===== src/rtl/bridge_pkg.sv =====
// Shared types and constants for the bridge bus initiator and its bus interface.
package bridge_pkg;

  localparam int unsigned BRIDGE_ADDR_W      = 32;
  localparam int unsigned BRIDGE_DATA_W      = 32;
  localparam int unsigned BRIDGE_WORD_STRIDE = 4;

  typedef enum logic [2:0] {
    ST_IDLE,
    ST_WR_DATA,
    ST_RD_ISSUE,
    ST_RD_WAIT,
    ST_FINISH
  } bridge_init_state_e;

  // One bus beat as driven onto the segment (address phase plus write data).
  typedef struct packed {
    logic [BRIDGE_ADDR_W-1:0] addr;
    logic [BRIDGE_DATA_W-1:0] data;
  } bridge_beat_t;

  function automatic logic [BRIDGE_ADDR_W-1:0] word_align(input logic [BRIDGE_ADDR_W-1:0] a);
    return a & ~BRIDGE_ADDR_W'(3);
  endfunction

endpackage


===== src/rtl/bus_if.sv =====
// Bridge bus segment: one master drives address/strobes, responders return read data.
interface bus_if;
  import bridge_pkg::*;

  logic                     clk;
  logic [BRIDGE_ADDR_W-1:0] addr;
  logic                     wr;
  logic [BRIDGE_DATA_W-1:0] wr_data;
  logic                     rd;
  logic [BRIDGE_DATA_W-1:0] rd_data;
  logic                     rd_data_valid;

  modport master (
    output clk, addr, wr, wr_data, rd,
    input  rd_data, rd_data_valid
  );

  modport responder (
    input  clk, addr, wr, wr_data, rd,
    output rd_data, rd_data_valid
  );

endinterface


===== src/rtl/bridge_initiator.sv =====
// Bus master for one bridge segment: runs single/burst reads and writes from a command
// stream, one outstanding read at a time with a response timeout.
module bridge_initiator
  import bridge_pkg::*;
#(
  parameter int unsigned LEN_W   = 8,
  parameter int unsigned TIMEOUT = 16
) (
  input  logic                     clk,
  input  logic                     reset,
  input  logic                     cmd_valid,
  output logic                     cmd_ready,
  input  logic                     cmd_write,
  input  logic [BRIDGE_ADDR_W-1:0] cmd_addr,
  input  logic [LEN_W-1:0]         cmd_len,
  input  logic                     wdata_valid,
  output logic                     wdata_ready,
  input  logic [BRIDGE_DATA_W-1:0] wdata,
  output logic                     rsp_valid,
  input  logic                     rsp_ready,
  output logic [BRIDGE_DATA_W-1:0] rsp_data,
  output logic                     done,
  output logic                     error,
  bus_if.master                    bridge
);

  localparam int unsigned TMR_W = (TIMEOUT > 1) ? $clog2(TIMEOUT) : 1;
  localparam logic [TMR_W-1:0]         TMR_LAST = TMR_W'(TIMEOUT - 1);
  localparam logic [BRIDGE_ADDR_W-1:0] STRIDE   = BRIDGE_ADDR_W'(BRIDGE_WORD_STRIDE);
  localparam logic [LEN_W-1:0]         LEN_ONE  = LEN_W'(1);

  bridge_init_state_e state_q, state_d;

  logic [BRIDGE_ADDR_W-1:0] addr_q, addr_d;
  logic [LEN_W-1:0]         count_q, count_d;
  logic [TMR_W-1:0]         timer_q, timer_d;
  logic                     err_q, err_d;
  bridge_beat_t             beat_q, beat_d;
  logic                     wr_q, wr_d;
  logic                     rd_q, rd_d;
  logic                     rsp_valid_q, rsp_valid_d;
  logic [BRIDGE_DATA_W-1:0] rsp_data_q, rsp_data_d;
  logic                     done_q, done_d;
  logic                     error_q, error_d;
  logic                     cmd_ready_q, cmd_ready_d;
  logic                     wdata_ready_q, wdata_ready_d;

  // State register
  always_ff @(posedge clk) begin
    if (reset) begin
      state_q <= ST_IDLE;
    end else begin
      state_q <= state_d;
    end
  end

  // Next state and next values of every registered output / datapath register
  always_comb begin
    state_d     = state_q;
    addr_d      = addr_q;
    count_d     = count_q;
    timer_d     = timer_q;
    err_d       = err_q;
    beat_d      = beat_q;
    wr_d        = 1'b0;
    rd_d        = 1'b0;
    rsp_valid_d = rsp_valid_q & ~rsp_ready;
    rsp_data_d  = rsp_data_q;

    case (state_q)
      ST_IDLE: begin
        if (cmd_valid && cmd_ready_q) begin
          addr_d  = word_align(cmd_addr);
          count_d = cmd_len;
          err_d   = 1'b0;
          if (cmd_len == '0) begin
            state_d = ST_FINISH;
          end else if (cmd_write) begin
            state_d = ST_WR_DATA;
          end else begin
            state_d = ST_RD_ISSUE;
          end
        end
      end

      ST_WR_DATA: begin
        if (wdata_valid && wdata_ready_q) begin
          wr_d        = 1'b1;
          beat_d.addr = addr_q;
          beat_d.data = wdata;
          addr_d      = addr_q + STRIDE;
          count_d     = count_q - LEN_ONE;
          if (count_q == LEN_ONE) begin
            state_d = ST_FINISH;
          end
        end
      end

      // The output slot counts as free if it is being consumed on this same edge.
      ST_RD_ISSUE: begin
        if (!rsp_valid_d) begin
          rd_d        = 1'b1;
          beat_d.addr = addr_q;
          timer_d     = '0;
          state_d     = ST_RD_WAIT;
        end
      end

      ST_RD_WAIT: begin
        if (bridge.rd_data_valid) begin
          rsp_valid_d = 1'b1;
          rsp_data_d  = bridge.rd_data;
          addr_d      = addr_q + STRIDE;
          count_d     = count_q - LEN_ONE;
          state_d     = (count_q == LEN_ONE) ? ST_FINISH : ST_RD_ISSUE;
        end else if (timer_q == TMR_LAST) begin
          err_d   = 1'b1;
          state_d = ST_FINISH;
        end else begin
          timer_d = timer_q + TMR_W'(1);
        end
      end

      ST_FINISH: begin
        if (!rsp_valid_q) begin
          state_d = ST_IDLE;
        end
      end

      default: begin
        state_d = ST_IDLE;
      end
    endcase

    // done marks the final FINISH cycle, which is always one with the output slot empty.
    done_d        = (state_d == ST_FINISH) && !rsp_valid_d;
    error_d       = done_d && err_d;
    cmd_ready_d   = (state_d == ST_IDLE);
    wdata_ready_d = (state_d == ST_WR_DATA);
  end

  // Datapath and output registers
  always_ff @(posedge clk) begin
    if (reset) begin
      addr_q        <= '0;
      count_q       <= '0;
      timer_q       <= '0;
      err_q         <= 1'b0;
      beat_q        <= '0;
      wr_q          <= 1'b0;
      rd_q          <= 1'b0;
      rsp_valid_q   <= 1'b0;
      rsp_data_q    <= '0;
      done_q        <= 1'b0;
      error_q       <= 1'b0;
      cmd_ready_q   <= 1'b1;
      wdata_ready_q <= 1'b0;
    end else begin
      addr_q        <= addr_d;
      count_q       <= count_d;
      timer_q       <= timer_d;
      err_q         <= err_d;
      beat_q        <= beat_d;
      wr_q          <= wr_d;
      rd_q          <= rd_d;
      rsp_valid_q   <= rsp_valid_d;
      rsp_data_q    <= rsp_data_d;
      done_q        <= done_d;
      error_q       <= error_d;
      cmd_ready_q   <= cmd_ready_d;
      wdata_ready_q <= wdata_ready_d;
    end
  end

  assign bridge.clk     = clk;
  assign bridge.addr    = beat_q.addr;
  assign bridge.wr_data = beat_q.data;
  assign bridge.wr      = wr_q;
  assign bridge.rd      = rd_q;

  assign cmd_ready   = cmd_ready_q;
  assign wdata_ready = wdata_ready_q;
  assign rsp_valid   = rsp_valid_q;
  assign rsp_data    = rsp_data_q;
  assign done        = done_q;
  assign error       = error_q;

endmodule


===== src/flat_wrapper.sv =====
// flat-port wrapper written by rule: the top's interface ports become plain ports
module bridge_initiator_flat import bridge_pkg::*;
#(
  parameter int unsigned LEN_W   = 8,
  parameter int unsigned TIMEOUT = 16
)
  (clk, reset, cmd_valid, cmd_ready, cmd_write, cmd_addr, cmd_len, wdata_valid, wdata_ready, wdata, rsp_valid, rsp_ready, rsp_data, done, error, bridge_clk, bridge_addr, bridge_wr, bridge_wr_data, bridge_rd, bridge_rd_data, bridge_rd_data_valid);
  bus_if bridge_i ();
  input  logic clk;
  input  logic reset;
  input  logic cmd_valid;
  output logic cmd_ready;
  input  logic cmd_write;
  input  logic [BRIDGE_ADDR_W-1:0] cmd_addr;
  input  logic [LEN_W-1:0] cmd_len;
  input  logic wdata_valid;
  output logic wdata_ready;
  input  logic [BRIDGE_DATA_W-1:0] wdata;
  output logic rsp_valid;
  input  logic rsp_ready;
  output logic [BRIDGE_DATA_W-1:0] rsp_data;
  output logic done;
  output logic error;
  output wire logic [$bits(bridge_i.clk)-1:0] bridge_clk;
  output wire logic [$bits(bridge_i.addr)-1:0] bridge_addr;
  output wire logic [$bits(bridge_i.wr)-1:0] bridge_wr;
  output wire logic [$bits(bridge_i.wr_data)-1:0] bridge_wr_data;
  output wire logic [$bits(bridge_i.rd)-1:0] bridge_rd;
  input wire logic [$bits(bridge_i.rd_data)-1:0] bridge_rd_data;
  input wire logic [$bits(bridge_i.rd_data_valid)-1:0] bridge_rd_data_valid;
  assign bridge_clk = bridge_i.clk;
  assign bridge_addr = bridge_i.addr;
  assign bridge_wr = bridge_i.wr;
  assign bridge_wr_data = bridge_i.wr_data;
  assign bridge_rd = bridge_i.rd;
  assign bridge_i.rd_data = bridge_rd_data;
  assign bridge_i.rd_data_valid = bridge_rd_data_valid;
  bridge_initiator #(.LEN_W(LEN_W), .TIMEOUT(TIMEOUT)) u_core (.clk(clk), .reset(reset), .cmd_valid(cmd_valid), .cmd_ready(cmd_ready), .cmd_write(cmd_write), .cmd_addr(cmd_addr), .cmd_len(cmd_len), .wdata_valid(wdata_valid), .wdata_ready(wdata_ready), .wdata(wdata), .rsp_valid(rsp_valid), .rsp_ready(rsp_ready), .rsp_data(rsp_data), .done(done), .error(error), .bridge(bridge_i));
endmodule

===== config.mk =====
export PLATFORM = sky130hd
export DESIGN_NAME = bridge_initiator_flat
export DESIGN_NICKNAME = d
export VERILOG_FILES = /design/src/rtl/bridge_pkg.sv /design/src/rtl/bus_if.sv /design/src/rtl/bridge_initiator.sv /design/src/flat_wrapper.sv
export SDC_FILE = /design/constraint.sdc
export NUM_CORES = 1
export LEC_CHECK = 0
export ABC_AREA = 0
export ABC_CLOCK_PERIOD_IN_PS = 2460
export CAP_MARGIN = 20
export CORE_MARGIN = 10
export CORE_UTILIZATION = 35
export CTS_CLUSTER_SIZE = 20
export DETAILED_ROUTE_END_ITERATION = 10
export REMOVE_ABC_BUFFERS = 1
export SLEW_MARGIN = 20
export SYNTH_ARGS = -nofsm -noshare
export SYNTH_HDL_FRONTEND = slang
export SYNTH_SLANG_ARGS = --single-unit

===== constraint.sdc =====
create_clock -name clk -period 2.46 [get_ports clk]
set_input_delay 0.738 -clock clk [delete_from_list [all_inputs] [get_ports clk]]
set_output_delay 0.738 -clock clk [all_outputs]
set_load 0.05 [all_outputs]

After elaboration in Yosys (flattened, before gate mapping)
Index checks and enable logic that the tools add are counted.

storage, ports and cells
  register bits after elaboration = 151
  latch bits = 0
  memory bits (writable) = 0
  ROM bits = 0
  bits of input ports = 111
  output and inout bits = 104
  memories kept = 0

operators by class
  add/subtract/negate cells = 3
  multiply operators = 0
  div/mod/pow operators = 0
  magnitude comparators = 0
  equality and inequality tests = 14
  shifts and indexed selects = 0
  multiplexer cells = 34
  bitwise logic cells = 4
  reduce and logical (&&, ||, !) cells = 18

operators with widths
  cell                                              number
  two-way mux 32 bit                                4
  one-hot mux 32 bit (3 select lines)               1
  two-way mux 64 bit                                1
  one-hot mux 32 bit (2 select lines)               1
  adder 32 x 3 -> 32 bit, second input constant     1
  two-way mux 3 bit                                 9
  two-way mux 8 bit                                 3
  one-hot mux 8 bit (3 select lines)                1
  one-hot mux 3 bit (5 select lines)                1
  two-way mux 4 bit                                 3
  == test 8 x 1 -> 1 bit, second input constant     1
  logical NOT 8 bit                                 1
  != test 2 bit, second input constant              4
  one-hot mux 4 bit (2 select lines)                1
  AND reduction 4 bit                               2
  subtractor 8 x 1 -> 8 bit, second input constant  1
  two-way mux 1 bit                                 7
  == test 3 x 1 -> 1 bit, second input constant     2
  == test 3 x 2 -> 1 bit, second input constant     2
  == test 3 bit, second input constant              2
  logical NOT 3 bit                                 2
  adder 4 x 1 -> 4 bit, second input constant       1
  == test 4 bit, second input constant              1
  logical AND 1 bit                                 4
  11 further kinds                                  17

Depth between registers and ports, before layout
Gate-level depths: netlist of the first run.

  depth in word-level cells = 7
  mapped depth = 8
  mapped depth without buffers = 7

==> impl_results.md, run 1 <==
- Routability Congestion: 0.828
- Top Family by Delay on Critical Path: buffers and inverters
- Routed Antenna Nets: 0
- Hpwl dp: 16.1 mm
- Flops & latches, synth: 148
- Die width: between 150 and 200 um
- Layout cells sized above 1: 10.0%
- Gate Count Post-Synth: 830
- Leak: 4.43 nW
- Crit Path Max Fanout: 2
- Crit share post-route: 98.7%
- Worst Path Buf+Inv: 1
- Post-synth EDFFs: 0
- Initial antenna violation count: 0
- CP max stage delay: 0.82 ns
- CTS resizes: 31
- Iter 0 DRT Violations: 456
- Post CTS Setup Buffer Count: 0
- Vias in the first global route: 6303
- Unrepaired setup endpoints after global routing: false
- Gr usage total: 17.8%
- Fin crit period: roughly 2.4 ns
- Nature of the critical path startpoint: flip-flop
- Pre-CTS WS: -0.190 ns
- Ys async rst share: 0%
- CP Data Arrival Time: 1.69 ns
- Tightest Hold Check Type: flip-flop to flip-flop
- Total wire length: 22.1 mm
- Worst Skew: 0.00961 ns
- Final hold viol count: 0
- CP Class: flip-flop to primary output
- Status: finished, final reports clean
- GRT overflow: 0
- Worst Path Required: roughly 1.7 ns
- Clock transition at path regs: 0.06 ns
- Die area: 24000 um^2
- Peak VDD IR: 0.493 mV
- Hold Buf Count CTS: 0
- Sequential fraction of the synthesis area: 46.4%
- Largest net degree at the start of global routing: 64
- # diodes: 0
- Ports: 215
- Slowest library cell on the worst path: clkdlybuf4s50_1
- Netlist cell types: a little under 60
- Vias per cell: 5.15
- Starting Density: 35.5%
- Layout Utilization: between 50% and 60%
- Post-Syn Area per Cell: 7.69 um^2
- Worst-path cell chain: clkdlybuf4s50_1
- Ys flop type: dfxtp_1
- First-pass GRT wire length: 34.4 mm
- DRC: 0
- Final Max Slew Viols: 0
- WHS: 0.447 ns
- Cell Rows: 49
- Ys Warns: 0
- Number of nets in the layout: 1167
- FILL cells: 1706
- Via Count: 6659
- Worst setup margin: 0.0322 ns
- Worst rel slew slack: 52.9%
- Clock Latency Late Sink: 0.54 ns
- Max-cap violations: 0
- Least-Margin Pin Slew: 0.706 ns
- CTS tree: done
- Kind of end point of the critical path: primary output
- Detailed Routing Iterations Pass 1: 7
- Fmax: slightly above 0.4 GHz
- DR WL/cell: 17.1 um
- CORE AREA: 18000 um^2
- Mapped Area: between 6000 and 7000 um^2
- Endpoints failing setup: 0
- PortBufs: 212
- Power Density: 709 nW/um^2
- Layout area overhead: 54.7%
- Die H: ~160 um
[power breakdown]
part | internal (W) | switching (W) | total [W] | leakage, nW
Sequential | 0.00252 | 0.000136 | 0.00266 | 1.20
Clock | 0.00191 | 0.00117 | 0.00308 | 0.343
Combinational | 0.000575 | 0.000684 | 0.00126 | 2.89
Total | 0.00501 | 0.00199 | 0.00700 | 4.43
[synthesized netlist by cell type, drive strengths merged (3+ instances only)]
master	instances	area [um^2]
a211oi	8	60.1
o31ai	6	45.0
a21oi	129	646
ha	4	50.1
clkbuf	63	238
buf	5	35.0
or4	3	26.3
nor4	12	75.1
nand2b	5	31.3
nor3b	3	22.5
nand2	201	754
and3	7	43.8
and4	5	43.8
a311oi	4	35.0
a31oi	5	31.3
a32o	5	50.1
a22oi	4	30.0
o22ai	7	43.8
and2	5	31.3
nor2	41	154
nand3	46	230
dfxtp	148	2960
o41ai	4	35.0
a31o	3	26.3
o21ai	27	135
xnor2	3	26.3
nor3	23	115
nand4	6	52.6
inv	8	30.0
nor2b	3	18.8
or3	7	43.8
a22o	3	26.3
[cells in the final DEF (no fill, tap or decap), types with 4 or more instances in the layout]
| master | n |
|---|---|
| nand2_1 | 201 |
| dfxtp_1 | 148 |
| clkdlybuf4s50_1 | 133 |
| a21oi_1 | 129 |
| buf_4 | 49 |
| dlymetal6s2s_1 | 49 |
| nand3_1 | 46 |
| nor2_1 | 40 |
| dlygate4sd2_1 | 27 |
| o21ai_0 | 26 |
| nor3_1 | 22 |
| clkbuf_16 | 21 |
| nor4_1 | 12 |
| buf_12 | 9 |
| inv_1 | 8 |
| a211oi_1 | 8 |
| and3_1 | 7 |
| or3_1 | 7 |
| o22ai_1 | 7 |
| and2_1 | 5 |
| and4_1 | 5 |
| nand4_1 | 5 |
| a32o_1 | 5 |
| a31oi_1 | 5 |
| o31ai_1 | 5 |
| o41ai_1 | 4 |
| a22oi_1 | 4 |
| a311oi_1 | 4 |
| nand2b_1 | 4 |
| ha_1 | 4 |
[kinds of logic (layout without fill, tap and decap cells)]
group | Yosys count | in the layout | share of synthesized area (%)
flops | 148 | 148 | 46.4
compound gates | 221 | 221 | 20.3
fa+ha+maj | 4 | 4 | 0.784
simple gates | 374 | 374 | 26.7
buf+inv | 77 | 312 | 4.80
xor+xnor | 3 | 3 | 0.412
mux | 3 | 3 | 0.490
[final timing paths]
path | start | end | slack [ns] | cells after the start
worst min register to register | u_core.bridge.addr[25] | u_core.bridge.addr[25] | 0.45 | 2
worst min-delay path | u_core.bridge.addr[25] | u_core.bridge.addr[25] | 0.45 | 2
worst max-delay path | u_core.rsp_data[27] | rsp_data[27] | 0.03 | 1
worst max register to register | u_core.addr_q[2] | u_core.addr_q[30] | 0.20 | 6
[flip-flops by register name, summed over array words and instances (netlist names), 3 cells and up]
register               cells
u_core.addr_q             30
u_core.bridge.addr        31
u_core.bridge.wr_data     32
u_core.count_q             8
u_core.rsp_data           32
u_core.state_q             3
u_core.timer_q             4
[area by class of cell]
type	count	area (um^2)	area share, %
Clock buffer	22	539	5.47
Clock inverter	14	175	1.78
Inverter	9	33.8	0.342
Multi-Input combinational cell	605	3140	31.8
Sequential cell	148	2960	30.0
Tap cell	229	287	2.90
Timing Repair Buffer	267	2730	27.7
[stage by stage]
stage	power (W)	area, um^2	setup TNS (ns)	instances
2_1_floorplan	0.00330	6110	-148.49	762
3_3_place_gp	0.00406	9070	-1.54	1259
3_5_place_dp	0.00407	9070	-2.08	1259
4_1_cts	0.00706	9740	0	1294
5_1_grt	0.00733	9870	0	1294
6_report	0.00700	9870	0	1294
[per-layer routing]
metal  up-vias  GRT usage (%)  wire length (um)
met2       174           30.1             11200
li1       3365              -                 -
met5         -              0                 0
met1      3097           21.3              9420
met4         0           5.94               401
met3        23           4.85              1080
Note: power is estimated with default switching activity, not from simulation.
==> run 2, diff against run 1 <==
- CORE_MARGIN: 10 -> 2
==> run 2 against run 1 <==
  * Wire length is 6.7% lower
  * Critical endpoint is now bridge_wr
  * Final area fell by 0.22%
  * Clock power down 4%
  * Combinational power about the same
  * Critical path depth did not move
  * Total power fell by 1.7%
  * Non-clock buffer count decreased by 1
  * First-iteration DRC count decreased by 31%
  * Utilization rose by 0.069 points
==> impl_results.md, run 2 (synthesized netlist as in run 1, its figures left out) <==
- Worst rel slew slack: around 61%
- Total wire length: 20.7 mm
- Die width: between 100 and 150 um
- Status: finished, final reports clean
- Worst-path cell chain: clkdlybuf4s50_1
- Pre-CTS WS: -0.235 ns
- Post CTS Setup Buffer Count: 0
- Most common cell after layout, fill and taps aside: nand2_1
- Layout area overhead: 54.3%
- Least-Margin Pin Slew: around 0.58 ns
- DR WL/cell: about 16 um
- CP max stage delay: 0.83 ns
- Nature of the critical path startpoint: flip-flop
- Routed Antenna Nets: 0
- Detailed Routing Iterations Pass 1: 5
- Initial antenna violation count: 1
- Iter 0 DRT Violations: 316
- Power Density: between 600 and 700 nW/um^2
- Worst setup margin: 0.0356 ns
- CTS resizes: 24
- CP Class: flip-flop to primary output
- Most frequent cells in the layout: nand2_1 (201), dfxtp_1 (148), clkdlybuf4s50_1 (137), a21oi_1 (129), dlymetal6s2s_1 (53)
- CORE AREA: 17900 um^2
- Clock Latency Late Sink: 0.54 ns
- Fmax: 0.412 GHz
- Vias in the first global route: between 6000 and 7000
- Crit Path Max Fanout: 1
- Final Max Slew Viols: 0
- DRC: 0
- Tightest Hold Check Type: flip-flop to flip-flop
- Largest net degree at the start of global routing: 90
- Die H: 139 um
- Starting Density: between 30% and 40%
- Hold Buf Count CTS: 0
- Hpwl dp: 14.0 mm
- Gr usage total: 21.1%
- Top Family by Delay on Critical Path: buffers and inverters
- Die area: slightly below 20000 um^2
- First-pass GRT wire length: 32.9 mm
- Worst Skew: 0.0127 ns
- GRT overflow: 0
- Clock transition at path regs: 0.06 ns
- Number of nets in the layout: 1166
- Worst Path Buf+Inv: 1
- Routability Congestion: 0.811
- Max-cap violations: 0
- Endpoints failing setup: 0
- Peak VDD IR: 0.808 mV
- Worst Path Required: between 1.5 and 2 ns
- Final hold viol count: 0
- Fin crit period: 2.42 ns
- Ports: 215
- Via Count: 6646
- Crit share post-route: between 90 and 100%
- CP Data Arrival Time: roughly 1.7 ns
- Fin cells: 1294
- Cell Rows: roughly 50
- Kind of end point of the critical path: primary output
- Leak: 4.45 nW
- Unrepaired setup endpoints after global routing: false
- Cells after DPL: ~1300
- Slowest library cell on the worst path: clkdlybuf4s50_1
- Vias per cell: 5.14
- Layout cells sized above 1: approximately a tenth
- CTS tree: done
- PortBufs: roughly 210
run 2: changes by cell type in the layout (fill, tap and decap cells not counted), moves of 2 or more:
cell and change:
clkbuf_1 +2, dlymetal6s2s_1 +4, clkdlybuf4s50_1 +4, dlygate4sd2_1 -7, buf_4 -2, inv_6 -2, clkinv_2 +2
run 2: worst register-to-register path: stages, from the launching register on:
cell	delay (ns)
dfxtp_1	0.41
nand3_1	0.19
or2_0	0.36
or4_4	0.54
or4_1	0.48
a31oi_1	0.18
run 2: path summary, 6_finish.rpt:
| kind | start | endpoint | slack, ns | depth (start not counted) |
|---|---|---|---|---|
| hold / removal | u_core.bridge.addr[20] | u_core.bridge.addr[20] | 0.45 | 2 |
| setup reg to reg | u_core.addr_q[15] | u_core.addr_q[29] | 0.22 | 5 |
| setup / recovery | u_core.bridge.wr | bridge_wr | 0.04 | 1 |
| hold reg to reg | u_core.bridge.addr[20] | u_core.bridge.addr[20] | 0.45 | 2 |
run 2: layout make-up:
cell class | instances | area (um^2)
Fill cell | 1736 | 8060
Multi-Input combinational cell | 605 | 3140
Sequential cell | 148 | 2960
Timing Repair Buffer | 266 | 2740
Clock buffer | 24 | 547
Tap cell | 229 | 287
Clock inverter | 12 | 130
Inverter | 9 | 33.8
Antenna cell | 1 | 2.50
run 2: routing by layer:
metal / vias to the layer above / wire (um) / global-route usage (%)
met5: - / 0 / 0
met4: 0 / 391 / 7.23
met3: 27 / 1000 / 5.21
met2: 152 / 10100 / 34.1
met1: 3112 / 9150 / 27.7
li1: 3355 / - / -
run 2: through the flow:
stage          TNS (ns)  total power (W)  instance area, um^2  utilization [%]  hold slack (ns)
2_1_floorplan   -148.49          0.00330                 6110                -            0.450
3_3_place_gp      -2.34          0.00406                 9070             50.7            0.439
3_5_place_dp      -2.63          0.00407                 9070             50.7            0.445
4_1_cts               0          0.00693                 9710             54.2            0.452
5_1_grt               0          0.00720                 9850             55.0            0.465
6_report              0          0.00688                 9850             55.0            0.446
run 2: power by group:
| group | switching [W] | internal [W] |
|---|---|---|
| Sequential | 0.000135 | 0.00252 |
| Combinational | 0.000690 | 0.000576 |
| Clock | 0.00115 | 0.00180 |
